==> src/rtl/vcxo_loop_filter.sv <==
// VCXO loop filter: PFD up/down pulses drive a clamped PI integrator, a 16-bit PWM DAC
// and a windowed lock detector. Everything runs on the reference clock.
module vcxo_loop_filter #(
  parameter int KI         = 1,
  parameter int KP         = 256,
  parameter int WIN        = 48000,
  parameter int LOCK_THR   = 48,
  parameter int UNLOCK_THR = 480,
  parameter int LOCK_CNT   = 8
) (
  input  logic        ref_in,
  input  logic        rst_n,
  input  logic        enable,
  input  logic        up,
  input  logic        down,
  output logic [15:0] tune,
  output logic        pwm_out,
  output logic        locked,
  output logic        saturated
);
  localparam int AW = $clog2(WIN + 1);
  localparam int GW = $clog2(LOCK_CNT + 1);
  localparam logic [24:0]        KI_W    = 25'(KI);
  localparam logic [24:0]        ACC_MAX = 25'h0FF_FFFF;
  localparam logic signed [17:0] KP_S    = 18'(KP);
  localparam logic [31:0]        LOCK_T  = 32'(LOCK_THR);
  localparam logic [31:0]        UNLK_T  = 32'(UNLOCK_THR);

  typedef enum logic [1:0] {IDLE, ACQUIRE, LOCKED} state_t;

  state_t          state;
  logic [1:0]      up_sync, dn_sync;
  logic            up_s, dn_s, inc, dec, run;
  logic [23:0]     acc, acc_nxt;
  logic [24:0]     acc_inc;
  logic            inc_d, dec_d, run_d;
  logic signed [17:0] kp_off, tune_sum;
  logic [15:0]     tune_nxt, duty, pwm_cnt;
  logic [AW-1:0]   win_cnt, act_cnt, act_tot;
  logic [GW-1:0]   good_cnt;
  logic            win_end;

  always_ff @(posedge ref_in) begin
    if (!rst_n) begin
      up_sync <= '0;
      dn_sync <= '0;
    end else begin
      up_sync <= {up_sync[0], up};
      dn_sync <= {dn_sync[0], down};
    end
  end

  assign up_s = up_sync[1];
  assign dn_s = dn_sync[1];
  assign inc  = up_s & ~dn_s;
  assign dec  = dn_s & ~up_s;
  assign run  = (state != IDLE) && enable;

  // Integrator: saturating step, never wraps.
  assign acc_inc = {1'b0, acc} + KI_W;
  always_comb begin
    acc_nxt = acc;
    if (run && inc)
      acc_nxt = (acc_inc > ACC_MAX) ? 24'hFF_FFFF : acc_inc[23:0];
    else if (run && dec)
      acc_nxt = ({1'b0, acc} < KI_W) ? 24'h00_0000 : acc - KI_W[23:0];
  end

  assign saturated = (acc == 24'h00_0000) || (acc == 24'hFF_FFFF);

  // Proportional term follows the integrator by one cycle so tune sees the updated acc.
  always_comb begin
    kp_off = 18'sd0;
    if (inc_d)      kp_off = KP_S;
    else if (dec_d) kp_off = -KP_S;
    tune_sum = $signed({2'b00, acc[23:8]}) + kp_off;
    if (tune_sum[17])      tune_nxt = 16'h0000;
    else if (tune_sum[16]) tune_nxt = 16'hFFFF;
    else                   tune_nxt = tune_sum[15:0];
  end

  always_ff @(posedge ref_in) begin
    if (!rst_n) begin
      acc   <= 24'h80_0000;
      tune  <= 16'h8000;
      inc_d <= 1'b0;
      dec_d <= 1'b0;
      run_d <= 1'b0;
    end else begin
      acc   <= acc_nxt;
      inc_d <= run & inc;
      dec_d <= run & dec;
      run_d <= run;
      if (run_d) tune <= tune_nxt;
    end
  end

  // PWM DAC; duty is only reloaded at the period boundary.
  always_ff @(posedge ref_in) begin
    if (!rst_n) begin
      pwm_cnt <= 16'h0000;
      duty    <= 16'h8000;
      pwm_out <= 1'b0;
    end else begin
      pwm_cnt <= pwm_cnt + 16'd1;
      pwm_out <= (pwm_cnt < duty);
      if (pwm_cnt == 16'hFFFF) duty <= tune;
    end
  end

  // Lock detector: active cycles per window include the evaluation cycle itself.
  assign act_tot = act_cnt + AW'(up_s | dn_s);
  assign win_end = (win_cnt == AW'(WIN - 1));

  always_ff @(posedge ref_in) begin
    if (!rst_n) begin
      state    <= IDLE;
      win_cnt  <= '0;
      act_cnt  <= '0;
      good_cnt <= '0;
      locked   <= 1'b0;
    end else if (!enable) begin
      state  <= IDLE;
      locked <= 1'b0;
    end else if (state == IDLE) begin
      state    <= ACQUIRE;
      win_cnt  <= '0;
      act_cnt  <= '0;
      good_cnt <= '0;
      locked   <= 1'b0;
    end else if (!win_end) begin
      win_cnt <= win_cnt + 1'b1;
      act_cnt <= act_tot;
    end else begin
      win_cnt <= '0;
      act_cnt <= '0;
      if (state == ACQUIRE) begin
        if (32'(act_tot) <= LOCK_T) begin
          if (good_cnt == GW'(LOCK_CNT - 1)) begin
            state    <= LOCKED;
            locked   <= 1'b1;
            good_cnt <= '0;
          end else begin
            good_cnt <= good_cnt + 1'b1;
          end
        end else begin
          good_cnt <= '0;
        end
      end else if (32'(act_tot) >= UNLK_T) begin
        state    <= ACQUIRE;
        locked   <= 1'b0;
        good_cnt <= '0;
      end
    end
  end
endmodule
==> config.mk <==
export PLATFORM = sky130hd
export DESIGN_NAME = vcxo_loop_filter
export DESIGN_NICKNAME = d
export VERILOG_FILES = /design/src/rtl/vcxo_loop_filter.sv
export SDC_FILE = /design/constraint.sdc
export NUM_CORES = 1
export LEC_CHECK = 0
export ABC_CLOCK_PERIOD_IN_PS = 7750
export CAP_MARGIN = 0
export CORE_ASPECT_RATIO = 1.5
export CORE_MARGIN = 10
export CORE_UTILIZATION = 30
export DETAILED_ROUTE_END_ITERATION = 7
export DONT_BUFFER_PORTS = 1
export PLACE_DENSITY = 0.42
export SLEW_MARGIN = 15
export SYNTH_ARGS = -nofsm -noshare
export SYNTH_HDL_FRONTEND = slang
export SYNTH_SLANG_ARGS = --single-unit
==> constraint.sdc <==
create_clock -name ref_in -period 7.75 [get_ports ref_in]
set_clock_uncertainty 0.1 [all_clocks]
set_input_delay 0.775 -clock ref_in [delete_from_list [all_inputs] [get_ports ref_in]]
set_output_delay 0.775 -clock ref_in [all_outputs]
set_load 0.02 [all_outputs]
[Yosys cells after proc, flatten, opt, wreduce, memory -nomap -nowiden]
Cells that the tools add are included.
Word-level totals
  register bits after elaboration: 119
  input port bits: 5
  output and inout bits: 19
  word-level logic and storage cells: 90
Operators by class
  add/subtract/negate cells: 7
  magnitude comparators: 5
  eq/ne operators: 9
  muxes and demuxes: 28
  bitwise logic cells: 9
  reduce and logical (&&, ||, !) cells: 16
Operator list (number)
  16-bit two-way mux: 6
  24-bit two-way mux: 4
  18-bit two-way mux: 2
  16-bit by 1-bit adder with 16-bit output, second input constant: 2
  16-bit == test, second input constant: 2
  24-bit by 1-bit adder with 25-bit output, second input constant: 1
  25-bit by 24-bit greater-than comparator with 1-bit output, second input constant: 1
  24-bit == test, second input constant: 1
  24-bit logical NOT: 1
  24-bit by 1-bit less-than comparator with 1-bit output, second input constant: 1
  4-bit two-way mux: 6
  24-bit by 1-bit subtractor with 24-bit output, second input constant: 1
  17-bit by 18-bit adder with 18-bit output: 1
  16-bit by 1-bit adder with 16-bit output: 1
  16-bit by 9-bit >= comparator with 1-bit output, second input constant: 1
  16-bit by 6-bit less-or-equal comparator with 1-bit output, second input constant: 1
  16-bit less-than comparator: 1
  2-bit two-way mux: 4
  4-bit AND reduction: 2
  2-bit nonzero test: 4
  1-bit two-way mux: 6
  3-bit by 2-bit inequality test with 1-bit output, second input constant: 2
  4-bit by 1-bit adder with 4-bit output, second input constant: 1
  1-bit bitwise AND: 4
  other kinds (12): 18

[Longest topological paths before layout]
  depth after elaboration: 7
  gate-level depth with buffers: 12
  mapped depth without buffers: 11

[Worst setup path after synthesis]
OpenSTA, ideal clock, no wires.
  path kind: flip-flop to flip-flop
  start point: register up_sync[1]
  end point: register good_cnt[3]
  library setup time: 0.117 ns
  arrival: 2.380 ns
  data required time: 7.533 ns
  setup slack: 5.153 ns
  cell stages (with the launch flop): 10
  path buffers: 0
  period minus slack after synthesis: 2.597 ns
  cells stage by stage: dfxtp_1 > or2_2 > ha_1 > nand4_1 > or3_1 > or4_1 > o311a_1 > a21oi_1 > o21ai_0 > a32o_1
Between the ends
  word-level cells in the longest chain between the ends: 7
  elaborated cells on any way between the ends: 10
  those cells by class: 1 x add/sub; 2 x order compare; 4 x mux; 1 x bitwise; 2 x reduce/logical
RTL lines
  start: declaration: line 32  | logic [1:0] up_sync, dn_sync;
  start signal: assignment: line 48  | up_sync <= {up_sync[0], up};
  1-bit OR (*): line 112  | assign act_tot = act_cnt + AW'(up_s | dn_s);
  16-bit by 1-bit adder with 16-bit output (*): line 112
  16-bit by 6-bit less-or-equal comparator with 1-bit output: line 138  | if (32'(act_tot) <= LOCK_T) begin
  4-bit two-way mux: line 138
  4-bit two-way mux: line 137  | if (state == ACQUIRE) begin
  4-bit two-way mux: line 131  | end else if (!win_end) begin
  4-bit two-way mux: line 125  | end else if (state == IDLE) begin
  end signal: assignment: line 144  | good_cnt <= good_cnt + 1'b1;
  end: declaration: line 40  | logic [GW-1:0] good_cnt;
Every way passes the cells marked *; elsewhere a longest branch is shown, timed or not. The select of a mux whose other input is x is not followed.
A chain may end at the register's enable or synchronous reset.

[Final worst setup path]
  start point: register acc[0]
  end point: output saturated
Between the ends
  word-level cells in the longest chain between the ends: 2
  elaborated cells on any way between the ends: 3
  those cells by class: 1 x eq/ne; 2 x reduce/logical
RTL lines
  start: declaration: line 34  | logic [23:0] acc, acc_nxt;
  start signal: assignment: line 90  | acc <= acc_nxt;
  24-bit == test / 24-bit logical NOT (equally long branches): line 69  | assign saturated = (acc == 24'h00_0000) || (acc == 24'hFF_FFFF);
  1-bit logical OR (*): line 69
  end: declaration: line 19  | output logic saturated
Every way passes the cells marked *; elsewhere a longest branch is shown, timed or not.

==> metrics.md <==
| Metric | Value |
|---|---|
| Worst slew pin tran | 1016 ps |
| Sequential share of power | 41.8% |
| Multi-input gate area | 4479 µm² |
| Remaining antenna violation count | 0 |
| Sequential area share after synthesis | 32.35% |
| Chip height | 211.1 µm |
| Fin. Hold Viols | 0 |
| M2 GR Usage | 25.41% |
| Reg2reg end | good_cnt[3] |
| Core Box Area | 23830 µm² |
| Status | complete, no violations |
| Final worst slack | 4276 ps |
| Final hold slack | 356.8 ps |
| Max-cap viol count | 0 |
| Die ar. | 31110 µm² |
| Vias in the first global route | 6479 |
| Max-slew violation total from the final report | 0 |
| Critical R2R Launch | up_sync[1] |
| Crit end category | output pin |
| Critical path peak fanout | 8 |
| DR pass1 iterations | 4 |
| Met1 usage in global routing | 14.26% |
| Commonest non-fill, non-tap cell in the layout | dfxtp_1 |
| Most used routing layer | met2 |
| CTS buffer count | 17 |
| FF/Latch Area | 2362 µm² |
| Worst setup path endpoint | saturated |
| Ant diodes | 0 |
| Total number of vias | 6440 |
| Area Growth Syn to Fin | 9.544% |
| R2R setup slack | 4360 ps |
| R2R cell count | 9 |
| Layout Nets | 925 |
| Pint | 1139 µW |
| Clk pwr share | 53.7% |
| Clk root buf | clkbuf_16 |
| Hold_buf cts | 0 |
| Routed length per instance | 16.95 µm |
| GRT Util Overall | 13.60% |
| Period minus WS final | 3474 ps |
| CTS Buffer Depth | 2 |
| DP Worst Slack | 4327 ps |
| Largest net degree at the start of global routing | 95 |
| Netlist cell types | 71 |
| First-pass GRT wire length | 34440 µm |
| Pwr/cell area | 186.1 nW/µm² |
| Layout cells sized above 1 | 5.784% |
| IO Port Bufs | 0 |
| Initial drt markers | 328 |
| Clk slew on worst S/H paths | 60 ps |
| CP arrival | 2600 ps |
| Crit Path Class | register to output pin |
| Most used DFF post-synth | dfxtp_1 |
| Final Instance Area | 7999 µm² |
| Post-CTS setup buffer count | 0 |
| RSZ-0062 raised after global routing | no |
| Antenna violations before repair | 0 |
| Comb pwr share | 4.5% |
| Yosys reg bits | 118 |
| Vias/cell | 5.287 |
| Setup TNS | 0 ps |
| Post-CTS sizing | 0 |
| Initial core utilization | 30.64% |
| Skew-Pair Late Insertion Delay | 430 ps |
| NetSw | 349.9 µW |
| EDFF count, synth | 0 |
| Filler cell count | 2613 |
| Leak Pwr | 0.002794 µW |
| Worst vdd ir | 150.9 µV |
| GRT overflow | 0 |
| Final period utilization | 44.82% |
| Met3 Use GR | 3.002% |
| Critical Path Source | acc[0] |
| Critical path required time | 6880 ps |
| Total Routed Length | 20650 µm |
| # clock sinks | 118 |
| # rows | 69 |
| Yosys warnings | 0 |
| Final HPWL DP | 14420 µm |
| Synthesized instance count | 923 |
| Post-route DRC | 0 |
| CTS tree | built |
| Syn_nets | 962 |
| Worst hold path class | register to register |
| Slew headroom | 31.85% |
| Die W | 147.4 µm |
| Crit path launch type | register |
| GPL Wtd Cong | 0.8196 |
| Final Util | 33.57% |
| Setup Viol. Count Final | 0 |
| Post-Syn Area | 7302 µm² |
| Net Sw Frac | 23.50% |
| Highest-count cells in the layout ignoring fill and taps | dfxtp_1 (118), nand2_1 (90), nor2_1 (72) |
| Area after DPL | 7396 µm² |
| H-tree depth | 4 |
| Mapped Avg Cell Area | 7.911 µm² |
| Ys async rst share | 0% |
| I/O Pins | 24 |
| Max Freq | 287.9 MHz |
[cell usage after synthesis (all sizes together) (4+ instances only)]
cell type    n  share of area [%]
a31oi       11               0.94
a221oi       8               0.96
ha          33                5.7
and2        26                2.2
a21o         7               0.72
or3         17                1.6
xor2        19                2.3
or2          6               0.51
nor2b       14                1.2
nand2       90                4.6
nand3       33                2.3
nand2b      24                2.1
nor4        12                1.0
a21boi      38                3.9
dfxtp      118                 32
o22ai        4               0.34
buf         17                1.4
nor3        40                2.9
o21ai       51                3.5
xnor2       30                3.6
nand4       23                2.0
a22oi        4               0.41
inv         34                1.7
or4          8               0.87
o211ai      12                1.2
o211a        5               0.69
a21oi       49                3.4
a311oi       4               0.48
nor2        73                3.8
and3        10               0.86
o21a        13                1.3
clkbuf      44                3.3
[power groups by stage]
stage | logic (µW) | clock network [µW] | registers [µW]
detailed placement | 68.1 | 0 | 635
CTS | 68.5 | 826 | 622
floorplan | 63.2 | 0 | 630
global placement | 68.8 | 0 | 635
global route | 76.1 | 848 | 622
finish | 67.4 | 800 | 622
[worst min-delay path by stage]
stage / start / endpoint / slack (ps) / cells after the start
finish: up_sync[0] / up_sync[1] / 360 / 1
global route: enable / act_cnt[4] / 360 / 1
CTS: rst_n / tune[15] / 340 / 1
detailed placement: up_sync[0] / up_sync[1] / 350 / 1
global placement: duty[3] / duty[3] / 350 / 2
floorplan: dn_sync[0] / dn_sync[1] / 310 / 1
[sequential cells by signal, summed over array words and instances, names as in the netlist]
name      flops
acc          24
act_cnt      16
dec_d         1
dn_sync       2
duty         16
good_cnt      4
inc_d         1
locked        1
pwm_cnt      16
pwm_out       1
run_d         1
state         1
tune         16
up_sync       2
win_cnt      16
[routing by layer]
layer	vias to the layer above	wire [µm]	share of wire, %
li1	3233	-	-
met2	111	11090	54
met5	-	0	0
met4	0	556	2.7
met1	3057	8304	40
met3	39	694	3.4
[worst max-delay path, cell delays in order, from the launching register on]
cell	delay [ps]
dfxtp_1	470
ha_1	320
nand2_1	180
nor3_1	320
nand2_1	210
nor3_1	360
a41o_1	310
[cells by family (layout without fill, tap and decap cells)]
logic type	Yosys count	after routing	synth area share (%)
simple gates	390	390	27.71
compound gates	236	236	21.56
xor+xnor	49	49	5.877
buf+inv	95	71	6.443
mux	1	1	0.1371
flops	118	118	32.35
fa+ha+maj	34	34	5.929
[metrics by stage]
stage               total power (µW)  std cells
floorplan                      693.5        923
global placement               703.8       1186
detailed placement             703.0       1186
CTS                             1516       1218
global route                    1547       1218
finish                          1489       1218
[cell type report]
type,instances,area share (%)
clock buffer,21,5.881
clock inverter,11,1.533
inverter,34,1.595
multi-input combinational,710,56.00
sequential,118,29.53
tap,319,4.990
timing repair buffer,5,0.4693
Note: power is estimated with default switching activity, not from simulation.
